File: src/rtl/mem_bus_pkg.sv
// rtl/mem_bus_pkg.sv - shared types and constants for the memory bus arbiter
package mem_bus_pkg;
   localparam int LINE_WORDS = 8;
   localparam int BEAT_W     = $clog2(LINE_WORDS);
   localparam int LINE_BITS  = LINE_WORDS * 32;

   // Write-buffer entry layout: {addr, data, be}
   localparam int WB_W       = 68;
   localparam int WB_ADDR_HI = 67;
   localparam int WB_ADDR_LO = 36;
   localparam int WB_DATA_HI = 35;
   localparam int WB_DATA_LO = 4;
   localparam int WB_BE_HI   = 3;

   typedef enum logic [1:0] {IDLE, FILL, WB_WRITE, DONE} state_t;
   typedef enum logic {OWN_I, OWN_D} owner_t;
endpackage

File: src/rtl/mem_bus_arbiter_if.sv
// rtl/mem_bus_arbiter_if.sv - cache, write-buffer and main-memory signals of the arbiter
interface mem_bus_arbiter_if;
   import mem_bus_pkg::*;

   logic                 icache_req_in;
   logic [31:0]          icache_addr_in;
   logic                 icache_ready_out;
   logic [LINE_BITS-1:0] icache_data_out;
   logic                 dcache_req_in;
   logic [31:0]          dcache_addr_in;
   logic                 dcache_ready_out;
   logic [LINE_BITS-1:0] dcache_data_out;
   logic                 wb_empty_in;
   logic [WB_W-1:0]      wb_data_in;
   logic                 wb_pop_en_out;
   logic                 mem_req_out;
   logic                 mem_we_out;
   logic [31:0]          mem_addr_out;
   logic [31:0]          mem_wdata_out;
   logic [3:0]           mem_be_out;
   logic                 mem_ack_in;
   logic [31:0]          mem_rdata_in;

   modport slave (
      input  icache_req_in, icache_addr_in, dcache_req_in, dcache_addr_in,
      input  wb_empty_in, wb_data_in, mem_ack_in, mem_rdata_in,
      output icache_ready_out, icache_data_out, dcache_ready_out, dcache_data_out,
      output wb_pop_en_out, mem_req_out, mem_we_out, mem_addr_out, mem_wdata_out, mem_be_out
   );

   modport master (
      output icache_req_in, icache_addr_in, dcache_req_in, dcache_addr_in,
      output wb_empty_in, wb_data_in, mem_ack_in, mem_rdata_in,
      input  icache_ready_out, icache_data_out, dcache_ready_out, dcache_data_out,
      input  wb_pop_en_out, mem_req_out, mem_we_out, mem_addr_out, mem_wdata_out, mem_be_out
   );
endinterface

File: src/rtl/line_fill_buffer.sv
// rtl/line_fill_buffer.sv - collects read beats into one cache line
module line_fill_buffer
   import mem_bus_pkg::*;
(
   input  logic                 clk,
   input  logic                 rst_n,
   input  logic                 we,
   input  logic [31:0]          wdata,
   output logic [BEAT_W-1:0]    beat,
   output logic [LINE_BITS-1:0] line,
   output logic                 last_beat
);
   logic [LINE_WORDS-1:0] word_we;

   always_comb begin
      word_we = '0;
      word_we[beat] = we;
   end

   // Beat counter wraps to 0 after the last word, ready for the next fill
   always_ff @(posedge clk or negedge rst_n) begin
      if (!rst_n) begin
         beat <= '0;
         line <= '0;
      end else begin
         for (int i = 0; i < LINE_WORDS; i++) begin
            if (word_we[i]) line[i*32 +: 32] <= wdata;
         end
         if (we) beat <= beat + BEAT_W'(1);
      end
   end

   assign last_beat = (beat == BEAT_W'(LINE_WORDS - 1));
endmodule

File: src/rtl/mem_bus_arbiter.sv
// rtl/mem_bus_arbiter.sv - serialises ICACHE/DCACHE line fills and write-buffer drains
// onto one word-wide memory port; DCACHE fills never overtake pending writes.
module mem_bus_arbiter
   import mem_bus_pkg::*;
(
   input  logic             clk,
   input  logic             rst_n,
   mem_bus_arbiter_if.slave bus
);
   state_t               state;
   owner_t               owner;
   logic                 is_fill;
   logic [26:0]          line_addr;
   logic [LINE_BITS-1:0] i_line_q;
   logic [LINE_BITS-1:0] d_line_q;

   logic                 fill_we;
   logic [BEAT_W-1:0]    beat;
   logic [LINE_BITS-1:0] line;
   logic                 last_beat;
   logic                 done_fill;
   logic                 unused_bits;

   assign fill_we = (state == FILL) && bus.mem_ack_in;

   line_fill_buffer u_line_fill_buffer (
      .clk       (clk),
      .rst_n     (rst_n),
      .we        (fill_we),
      .wdata     (bus.mem_rdata_in),
      .beat      (beat),
      .line      (line),
      .last_beat (last_beat)
   );

   always_ff @(posedge clk or negedge rst_n) begin
      if (!rst_n) begin
         state     <= IDLE;
         owner     <= OWN_I;
         is_fill   <= 1'b0;
         line_addr <= '0;
         i_line_q  <= '0;
         d_line_q  <= '0;
      end else begin
         case (state)
            IDLE: begin
               // A DCACHE request first drains the write buffer to keep read-after-write order
               if (bus.dcache_req_in && !bus.wb_empty_in) begin
                  state   <= WB_WRITE;
                  is_fill <= 1'b0;
               end else if (bus.dcache_req_in) begin
                  state     <= FILL;
                  owner     <= OWN_D;
                  is_fill   <= 1'b1;
                  line_addr <= bus.dcache_addr_in[31:5];
               end else if (bus.icache_req_in) begin
                  state     <= FILL;
                  owner     <= OWN_I;
                  is_fill   <= 1'b1;
                  line_addr <= bus.icache_addr_in[31:5];
               end else if (!bus.wb_empty_in) begin
                  state   <= WB_WRITE;
                  is_fill <= 1'b0;
               end
            end
            FILL:     if (bus.mem_ack_in && last_beat) state <= DONE;
            WB_WRITE: if (bus.mem_ack_in) state <= DONE;
            DONE: begin
               state <= IDLE;
               if (is_fill && owner == OWN_I) i_line_q <= line;
               if (is_fill && owner == OWN_D) d_line_q <= line;
            end
            default: state <= IDLE;
         endcase
      end
   end

   assign done_fill            = (state == DONE) && is_fill;
   assign bus.icache_ready_out = done_fill && (owner == OWN_I);
   assign bus.dcache_ready_out = done_fill && (owner == OWN_D);
   assign bus.icache_data_out  = bus.icache_ready_out ? line : i_line_q;
   assign bus.dcache_data_out  = bus.dcache_ready_out ? line : d_line_q;
   assign bus.wb_pop_en_out    = (state == WB_WRITE) && bus.mem_ack_in;

   always_comb begin
      bus.mem_req_out   = 1'b0;
      bus.mem_we_out    = 1'b0;
      bus.mem_addr_out  = '0;
      bus.mem_wdata_out = '0;
      bus.mem_be_out    = '0;
      if (state == FILL) begin
         bus.mem_req_out  = 1'b1;
         bus.mem_addr_out = {line_addr, beat, 2'b00};
         bus.mem_be_out   = 4'hF;
      end else if (state == WB_WRITE) begin
         bus.mem_req_out   = 1'b1;
         bus.mem_we_out    = 1'b1;
         bus.mem_addr_out  = {bus.wb_data_in[WB_ADDR_HI:WB_ADDR_LO+2], 2'b00};
         bus.mem_wdata_out = bus.wb_data_in[WB_DATA_HI:WB_DATA_LO];
         bus.mem_be_out    = bus.wb_data_in[WB_BE_HI:0];
      end
   end

   assign unused_bits = ^{bus.icache_addr_in[4:0], bus.dcache_addr_in[4:0],
                          bus.wb_data_in[WB_ADDR_LO+1:WB_ADDR_LO]};
endmodule

File: src/flat_wrapper.sv
// flat-port wrapper written by rule: the top's interface ports become plain ports
module mem_bus_arbiter_flat import mem_bus_pkg::*;
  (clk, rst_n, bus_icache_req_in, bus_icache_addr_in, bus_dcache_req_in, bus_dcache_addr_in, bus_wb_empty_in, bus_wb_data_in, bus_mem_ack_in, bus_mem_rdata_in, bus_icache_ready_out, bus_icache_data_out, bus_dcache_ready_out, bus_dcache_data_out, bus_wb_pop_en_out, bus_mem_req_out, bus_mem_we_out, bus_mem_addr_out, bus_mem_wdata_out, bus_mem_be_out);
  mem_bus_arbiter_if bus_i ();
  input  logic clk;
  input  logic rst_n;
  input wire logic [$bits(bus_i.icache_req_in)-1:0] bus_icache_req_in;
  input wire logic [$bits(bus_i.icache_addr_in)-1:0] bus_icache_addr_in;
  input wire logic [$bits(bus_i.dcache_req_in)-1:0] bus_dcache_req_in;
  input wire logic [$bits(bus_i.dcache_addr_in)-1:0] bus_dcache_addr_in;
  input wire logic [$bits(bus_i.wb_empty_in)-1:0] bus_wb_empty_in;
  input wire logic [$bits(bus_i.wb_data_in)-1:0] bus_wb_data_in;
  input wire logic [$bits(bus_i.mem_ack_in)-1:0] bus_mem_ack_in;
  input wire logic [$bits(bus_i.mem_rdata_in)-1:0] bus_mem_rdata_in;
  output wire logic [$bits(bus_i.icache_ready_out)-1:0] bus_icache_ready_out;
  output wire logic [$bits(bus_i.icache_data_out)-1:0] bus_icache_data_out;
  output wire logic [$bits(bus_i.dcache_ready_out)-1:0] bus_dcache_ready_out;
  output wire logic [$bits(bus_i.dcache_data_out)-1:0] bus_dcache_data_out;
  output wire logic [$bits(bus_i.wb_pop_en_out)-1:0] bus_wb_pop_en_out;
  output wire logic [$bits(bus_i.mem_req_out)-1:0] bus_mem_req_out;
  output wire logic [$bits(bus_i.mem_we_out)-1:0] bus_mem_we_out;
  output wire logic [$bits(bus_i.mem_addr_out)-1:0] bus_mem_addr_out;
  output wire logic [$bits(bus_i.mem_wdata_out)-1:0] bus_mem_wdata_out;
  output wire logic [$bits(bus_i.mem_be_out)-1:0] bus_mem_be_out;
  assign bus_i.icache_req_in = bus_icache_req_in;
  assign bus_i.icache_addr_in = bus_icache_addr_in;
  assign bus_i.dcache_req_in = bus_dcache_req_in;
  assign bus_i.dcache_addr_in = bus_dcache_addr_in;
  assign bus_i.wb_empty_in = bus_wb_empty_in;
  assign bus_i.wb_data_in = bus_wb_data_in;
  assign bus_i.mem_ack_in = bus_mem_ack_in;
  assign bus_i.mem_rdata_in = bus_mem_rdata_in;
  assign bus_icache_ready_out = bus_i.icache_ready_out;
  assign bus_icache_data_out = bus_i.icache_data_out;
  assign bus_dcache_ready_out = bus_i.dcache_ready_out;
  assign bus_dcache_data_out = bus_i.dcache_data_out;
  assign bus_wb_pop_en_out = bus_i.wb_pop_en_out;
  assign bus_mem_req_out = bus_i.mem_req_out;
  assign bus_mem_we_out = bus_i.mem_we_out;
  assign bus_mem_addr_out = bus_i.mem_addr_out;
  assign bus_mem_wdata_out = bus_i.mem_wdata_out;
  assign bus_mem_be_out = bus_i.mem_be_out;
  mem_bus_arbiter u_core (.clk(clk), .rst_n(rst_n), .bus(bus_i));
endmodule
File: config.mk
export PLATFORM = sky130hd
export DESIGN_NAME = mem_bus_arbiter_flat
export DESIGN_NICKNAME = d
export VERILOG_FILES = /design/src/rtl/mem_bus_pkg.sv /design/src/rtl/mem_bus_arbiter_if.sv /design/src/rtl/line_fill_buffer.sv /design/src/rtl/mem_bus_arbiter.sv /design/src/flat_wrapper.sv
export SDC_FILE = /design/constraint.sdc
export NUM_CORES = 1
export LEC_CHECK = 0
export CORE_AREA = 2 2 296 298
export DETAILED_ROUTE_END_ITERATION = 6
export DIE_AREA = 0 0 298 300
export GPL_TIMING_DRIVEN = 0
export PLACE_DENSITY_LB_ADDON = 0.3
export SLEW_MARGIN = 10
export SYNTH_ARGS = -nofsm -noshare
export SYNTH_HDL_FRONTEND = slang
export SYNTH_SLANG_ARGS = --single-unit
File: constraint.sdc
create_clock -name clk -period 3.7 [get_ports clk]
set_clock_uncertainty 0.15 [all_clocks]
set_input_delay 0.555 -clock clk [delete_from_list [all_inputs] [get_ports clk]]
set_output_delay 0.555 -clock clk [all_outputs]
set_load 0.02 [all_outputs]
==> run metrics, run 1 <==
status=finished clean; H-tree levels=3; All-Layer GR Usage=27.76%; Reg2Reg Launch Point=u_core.state[1]; Seq/Total Area, Yosys=57.31%; die width=298 um; DRT Wirelength=126300 um; arrival time worst endpoint=around 2.9 ns; Pwr Density=~940 nW/um^2; crit path from=u_core.state[0]; slowest cell on the critical path=dfrtp_1; Fmax=approximately 280 MHz; Tmin final=3.601 ns; Clk pin slew, worst setup/hold paths=roughly 0.06 ns; number of CTS-inserted buffers=87; area grow syn2layout=33.89%; dpl hpwl=91800 um; worst setup margin=0.09909 ns; later-pin clock latency in the skew report=0.62 ns; Leak=0.02492 uW; DR vias/cell=just over 5; Rows=roughly 110; reg-to-reg endpoint=u_core.u_line_fill_buffer.line[189]; type of the worst setup path=reg2out; RSZ-0062 raised after global routing=yes; design area=~47000 um^2; share of cells above drive strength 1=~28%; DRC Markers=0; clock buffer depth=3; placed cell area=44090 um^2; Post-Synthesis Cell Area=35020 um^2; Period Utilization, post-route=between 90% and 100%; Nets=4039; Worst-Margin Slew=roughly 1.2 ns; required time of the critical path=about 3 ns; first-pass GRT wire length=around 180000 um; Iter 0 DRT Violations=between 1.5k and 2k; Worst Hold Class=reg2reg; crit path to=bus_icache_data_out[200]; Max FO, Critical Path=10; CP Launch Type=flop; Fin Hold WS=0.3159 ns; initial core utilization=about two fifths; vias in the first global route=26.30k; initial antenna violation count=16; worst-path cell chain=ha_2 > nand2_1 > or2_1 > buf_4 > inv_4 > buf_12 > buf_12 > buf_12 > mux2_2 > clkdlybuf4s15_1; FF-to-FF path depth=6; Top Ports=around 760; CP Depth=10; total grt overflow=0; Worst setup EP type=output port; Post-Syn Instances=3021; Yosys warnings=0; clk root buf=clkbuf_16; total vias in the final route=between 20k and 30k; Detail Route Antenna Nets=0; max-cap viol count=0; CP top delay family=buffers and inverters; Bufs and invs on worst path=6; worst reg2reg setup slack=0.93 ns; synthesized flop and latch total=802; chip height=300 um; Final Slew Violations=0; Max rail drop VDD=about 0.47 mV; drt first pass iters=5; Synth cell types=32; CORE AREA=86210 um^2; clk sinks=802; number of setup violations in the final report=0; WL per Instance=between 20 and 25 um; Mean Syn Cell Area=11.59 um^2; largest net degree at the start of global routing=between 100 and 150; Worst slew margin=16.60%; CP max stage delay=about 0.38 ns; Die ar.=89400 um^2; GP Congestion=0.8605; most used cell, CP=buf_12; input/output buffers=739; Final Hold Viols=0; Place WS=-0.8041 ns; CTS tree=built
-- state kept, by name, summed over array words and instances (netlist names) --
register	count
u_core.owner	1
u_core.d_line_q	256
u_core.u_line_fill_buffer.line	256
u_core.i_line_q	256
u_core.line_addr	27
u_core.state	2
u_core.u_line_fill_buffer.beat	3
u_core.is_fill	1
-- report_power, final --
part,internal [uW],switching [uW],leakage [uW]
registers,12300,2180,0.0105
clock network,5240,3690,0.00145
logic,8900,11600,0.0130
-- through the flow --
| stage | TNS (ns) | utilization (%) | instances | power, uW |
|---|---|---|---|---|
| finish | 0 | 54.39 | 5086 | 43910 |
| CTS | -1.487 | 54.67 | 5081 | 44270 |
| floorplan | 0 | - | 3022 | 25790 |
| detailed placement | -114.46 | 51.14 | 4924 | 36090 |
| global route | -0.1017 | 54.38 | 5084 | 46060 |
| global placement | - | 50.88 | 4916 | 35890 |
-- cells by family (layout without fill, tap and decap cells) --
logic type               count (synthesis)  count (layout)  synth area share [%]
buffers and inverters                  177            1082                 2.651
AO/OA/AOI/OAI                           90              90                 1.433
flip-flops                             802             802                 57.31
other                                    1               6               0.01071
multiplexers                           803             803                 25.71
AND/OR/NAND/NOR                       1139            1139                 12.58
adder cells (fa/ha/maj)                  8               8                0.2858
XOR/XNOR                                 1               1               0.02501
-- tightest hold or removal path: cells and delay by family (launching register included) --
| kind | cells | cell delay [ns] |
|---|---|---|
| flops | 1 | 0.32 |
| simple gates | 2 | 0.12 |
-- what timing repair did --
item	in CTS	in global routing
endpoints found under the setup margin	579	225
buffers inserted	2	0
endpoints found under the hold margin	74	0
hold buffers	1	0
cloned	0	1
gates resized for setup	576	221
-- layer usage --
layer,GRT usage [%],up-vias,share of wire [%]
li1,-,11713,-
met1,33.87,13225,40
met2,47.65,838,50
met3,5.860,211,6.2
met4,11.92,4,4.3
met5,0,-,0.021
-- how the worst min path moves through the flow --
stage	slack (ns)	cells after the start	startpoint	end
after floorplan	0.11	0	rst_n	u_core.d_line_q[0]
after global placement	0.30	2	u_core.d_line_q[130]	u_core.d_line_q[130]
after detailed placement	0.31	2	u_core.d_line_q[237]	u_core.d_line_q[237]
after CTS	0.32	2	u_core.d_line_q[120]	u_core.d_line_q[120]
after global routing	0.33	2	u_core.d_line_q[105]	u_core.d_line_q[105]
final	0.32	2	u_core.d_line_q[82]	u_core.d_line_q[82]
-- cells in the final DEF, fill, tap and decap left out, types with 3 or more instances in the layout --
master,synthesis,layout
a21o_1,4,4
buf_4,23,23
mux2_1,105,102
clkdlybuf4s15_2,0,23
clkbuf_16,0,90
inv_1,4,4
clkbuf_2,0,109
clkbuf_1,75,30
dlymetal6s2s_1,0,19
bufinv_16,0,5
dlygate4sd2_1,0,178
dfrtp_1,802,802
clkdlybuf4s50_1,0,405
ha_1,8,6
mux2i_1,30,30
buf_2,52,63
clkdlybuf4s15_1,0,15
clkinv_2,0,14
clkbuf_8,0,29
nor2_1,4,4
a21oi_1,28,28
buf_8,0,12
diode_2,0,4
mux2_2,668,671
and2_1,33,33
clkinvlp_4,0,3
clkbuf_4,0,25
buf_12,0,8
o21ai_0,29,29
a31oi_1,27,27
buf_6,15,9
buf_16,0,9
nand2_1,1088,1088
-- synth_stat cells --
cell type / number / share of area [%]
a21o_1: 4 / 0.086
a21oi_1: 28 / 0.40
a221oi_1: 1 / 0.025
a22o_1: 1 / 0.025
a31oi_1: 27 / 0.48
and2_1: 33 / 0.59
buf_1: 6 / 0.064
buf_2: 52 / 0.74
buf_4: 23 / 0.49
buf_6: 15 / 0.48
clkbuf_1: 75 / 0.80
clkinv_1: 1 / 0.011
conb_1: 1 / 0.011
dfrtp_1: 802 / 57
ha_1: 8 / 0.29
inv_1: 4 / 0.043
inv_2: 1 / 0.011
mux2_1: 105 / 3.4
mux2_2: 668 / 21
mux2i_1: 30 / 0.86
nand2_1: 1088 / 12
nand2b_1: 2 / 0.036
nand3_1: 3 / 0.043
nand3b_1: 2 / 0.043
nor2_1: 4 / 0.043
nor2b_1: 2 / 0.036
nor3_2: 2 / 0.057
nor3b_1: 1 / 0.021
nor4bb_1: 1 / 0.029
o21ai_0: 29 / 0.41
or2_1: 1 / 0.018
xnor2_1: 1 / 0.025
-- cell type report --
cell class / count / area, um^2
buffer: 170 / 1309
clock inverter: 27 / 334.1
sequential: 802 / 20070
antenna: 4 / 10.01
timing repair buffer: 751 / 7036
fill: 7736 / 39320
tap: 1155 / 1445
inverter: 6 / 30.03
multi-input combinational: 2043 / 14050
clock buffer: 128 / 2604
Power figures use the tool's default switching activity.
==> run 2: changes to the inputs <==
- CORE_AREA: 2 2 296 298 -> 10 10 287 289
- DIE_AREA: 0 0 298 300 -> 0 0 297 299
- SETUP_SLACK_MARGIN: unset -> 0.5
==> run 2 against run 1 <==
Fmax grew 2.9%. Via count grew 2.7%. Global-route usage grew 0.73 points. Utilization grew 8.9 points. Critical path depth shrank 1. Largest cell class unchanged. Die area shrank 0.67%. First-iteration DRC count grew 14%. Cell area grew 3.6%. Non-clock buffer count grew 43. Worst hold slack lost 0.060 ns.
==> run metrics, run 2 (synthesized netlist as in run 1, its figures left out) <==
status=finished clean (unchanged); CTS tree=built (unchanged); clock buffer depth=3 (unchanged); Worst-Margin Slew=1.146 ns (was 1.247 ns); Multi-input gate area=14430 um^2 (was 14050 um^2); slowest cell on the critical path=dlygate4sd2_1 (was dfrtp_1); clk sinks=802 (unchanged); Place WS=-0.8212 ns (was -0.8041 ns); RSZ-0062 raised after global routing=yes (unchanged); CORE AREA=76700 um^2 (was 86210 um^2); crit path from=u_core.state[0] (unchanged); CP Launch Type=flop (unchanged); area grow syn2layout=38.72% (was 33.89%); Max FO, Critical Path=8 (was 10); dpl hpwl=95510 um (was 91800 um); Top Ports=755 (unchanged); Pwr Density=945.6 nW/um^2 (was 936.5 nW/um^2); Reg2Reg Launch Point=u_core.state[1] (unchanged); register area=20070 um^2 (about the same); arrival time worst endpoint=2.79 ns (was 2.90 ns); initial antenna violation count=14 (was 16); worst setup margin=0.2023 ns (was 0.09909 ns); max-cap viol count=0 (unchanged); number of setup violations in the final report=0 (unchanged); input/output buffers=739 (unchanged); Worst slew margin=23.36% (was 16.60%); Nets=4080 (was 4039); FF-to-FF path depth=6 (unchanged); Fmax=285.9 MHz (was 277.7 MHz); Detail Route Antenna Nets=0 (unchanged); later-pin clock latency in the skew report=0.65 ns (was 0.62 ns); share of cells above drive strength 1=35.91% (was 28.16%); H-tree levels=3 (unchanged); CP Depth=9 (was 10); required time of the critical path=2.99 ns (about the same); Final Hold Viols=0 (unchanged); drt first pass iters=6 (was 5); GP Congestion=0.8764 (was 0.8605); crit path to=bus_icache_data_out[215] (was bus_icache_data_out[200]); CP top delay family=buffers and inverters (unchanged); Leak=0.02613 uW (was 0.02492 uW); worst-path cell chain=ha_4 > nand2_1 > or2_1 > buf_6 > buf_12 > buf_12 > buf_12 > mux2_2 > dlygate4sd2_1 (was ha_2 > nand2_1 > or2_1 > buf_4 > inv_4 > buf_12 > buf_12 > buf_12 > mux2_2 > clkdlybuf4s15_1); worst reg2reg setup slack=0.85 ns (was 0.93 ns); vias in the first global route=27.38k (was 26.30k); most common cell after layout, fill and taps aside=nand2_1 (unchanged); die width=297 um (was 298 um); Worst setup EP type=output port (unchanged); Iter 0 DRT Violations=1844 (was 1616); most used cell, CP=buf_12 (unchanged); Period Utilization, post-route=94.53% (was 97.32%); Worst Hold Class=in2async (was reg2reg); Clk pin slew, worst setup/hold paths=0.06 ns (about the same); WL per Instance=26.52 um (was 24.84 um); DR vias/cell=5.329 (was 5.110); initial core utilization=45.66% (was 40.62%); DRC Markers=0 (unchanged); reg-to-reg endpoint=u_core.u_line_fill_buffer.line[66] (was u_core.u_line_fill_buffer.line[189]); Final Slew Violations=0 (unchanged); total grt overflow=0 (unchanged); fillers=6102 (was 7736); All-Layer GR Usage=28.49% (was 27.76%); type of the worst setup path=reg2out (unchanged); Die ar.=88800 um^2 (was 89400 um^2); chip height=299 um (was 300 um); CP max stage delay=0.51 ns (was 0.38 ns); first-pass GRT wire length=187800 um (was 180800 um); Tmin final=3.498 ns (was 3.601 ns); Setup TNS=0 ns (unchanged); Largest regs=u_core.d_line_q x256, u_core.i_line_q x256, u_core.u_line_fill_buffer.line x256 (unchanged); Bufs and invs on worst path=5 (was 6); Max rail drop VDD=0.6612 mV (was 0.4664 mV); number of CTS-inserted buffers=85 (was 87); DRT Wirelength=132900 um (was 126300 um); commonest non-fill, non-tap cells in the layout=1084 x nand2_1, 801 x dfrtp_1, 644 x mux2_2 (was 1088 x nand2_1, 802 x dfrtp_1, 671 x mux2_2); clk root buf=clkbuf_16 (unchanged); largest net degree at the start of global routing=111 (was 107); total vias in the final route=26.70k (was 25.99k); Rows=102 (was 108)
-- run 2: changes by cell type in the layout (fill, tap and decap cells not counted), sizes merged, moves of 3 or more --
| cell | change |
|---|---|
| clkdlybuf4s15 | +115 |
| bufinv | +3 |
| dlygate4sd2 | -79 |
| clkdlybuf4s50 | -181 |
| clkbuf | -26 |
| dlymetal6s2s | +33 |
| buf | +172 |
-- run 2: timing repair --
action / 4_1_cts / 5_1_grt
setup buffers: 3 / 23
pin swaps: 0 / 1
gates resized for setup: 1095 / 883
endpoints found under the setup margin: 593 / 568
endpoints found under the hold margin: 37 / 0
gates cloned: 0 / 19
hold buffers: 1 / 0
-- run 2: power by group --
| group | switching [uW] | internal, uW | leakage, uW | total (uW) |
|---|---|---|---|---|
| clock | 3720 | 5230 | 0.00145 | 8950 |
| combinational | 12200 | 10200 | 0.0142 | 22400 |
| sequential | 2290 | 12300 | 0.0105 | 14600 |
| total | 18200 | 27700 | 0.0261 | 45900 |
-- run 2: layout make-up --
class / instances / area share, %
timing repair buffer: 793 / 16.61
buffer: 171 / 3.559
antenna: 4 / 0.02060
inverter: 6 / 0.09787
sequential: 802 / 41.31
clock buffer: 119 / 5.053
tap: 1040 / 2.679
multi-input combinational: 2043 / 29.69
clock inverter: 32 / 0.9736
-- run 2: how the worst min path moves through the flow --
stage                                 endpoint  slack (ns)  cells past startpoint
after floorplan             u_core.d_line_q[0]        0.11                      0
after CTS                 u_core.d_line_q[200]        0.21                      2
final                     u_core.d_line_q[200]        0.26                      2
after global placement    u_core.d_line_q[203]        0.30                      2
after global routing      u_core.d_line_q[199]        0.27                      2
after detailed placement   u_core.d_line_q[16]        0.31                      2
-- run 2: worst register-to-register path, stage by stage, from the launching register on --
cell	delay (ns)
dfrtp_2	0.43
inv_1	0.15
ha_1	0.25
nand2b_1	0.13
nor3_2	0.78
buf_2	0.48
mux2_2	0.38
-- run 2: through the flow --
step / total power, uW / hold WS (ns) / std cells / instance area (um^2) / utilization [%]
after floorplan: 25790 / 0.1094 / 3022 / 35020 / -
after detailed placement: 36390 / 0.3060 / 4809 / 43950 / 57.30
after global routing: 48120 / 0.2687 / 5008 / 48580 / 63.33
after CTS: 44730 / 0.2144 / 4964 / 47380 / 61.77
final: 45940 / 0.2561 / 5010 / 48580 / 63.34
after global placement: 36110 / 0.3004 / 4801 / 43720 / 57.00
-- run 2: routing by layer --
metal	global-route usage, %	wire length (um)	vias to the layer above
met4	15.25	7447	8
met3	7.815	9771	264
met5	0	57	-
met2	48.17	65460	1015
li1	-	-	11827
met1	32.69	50130	13582
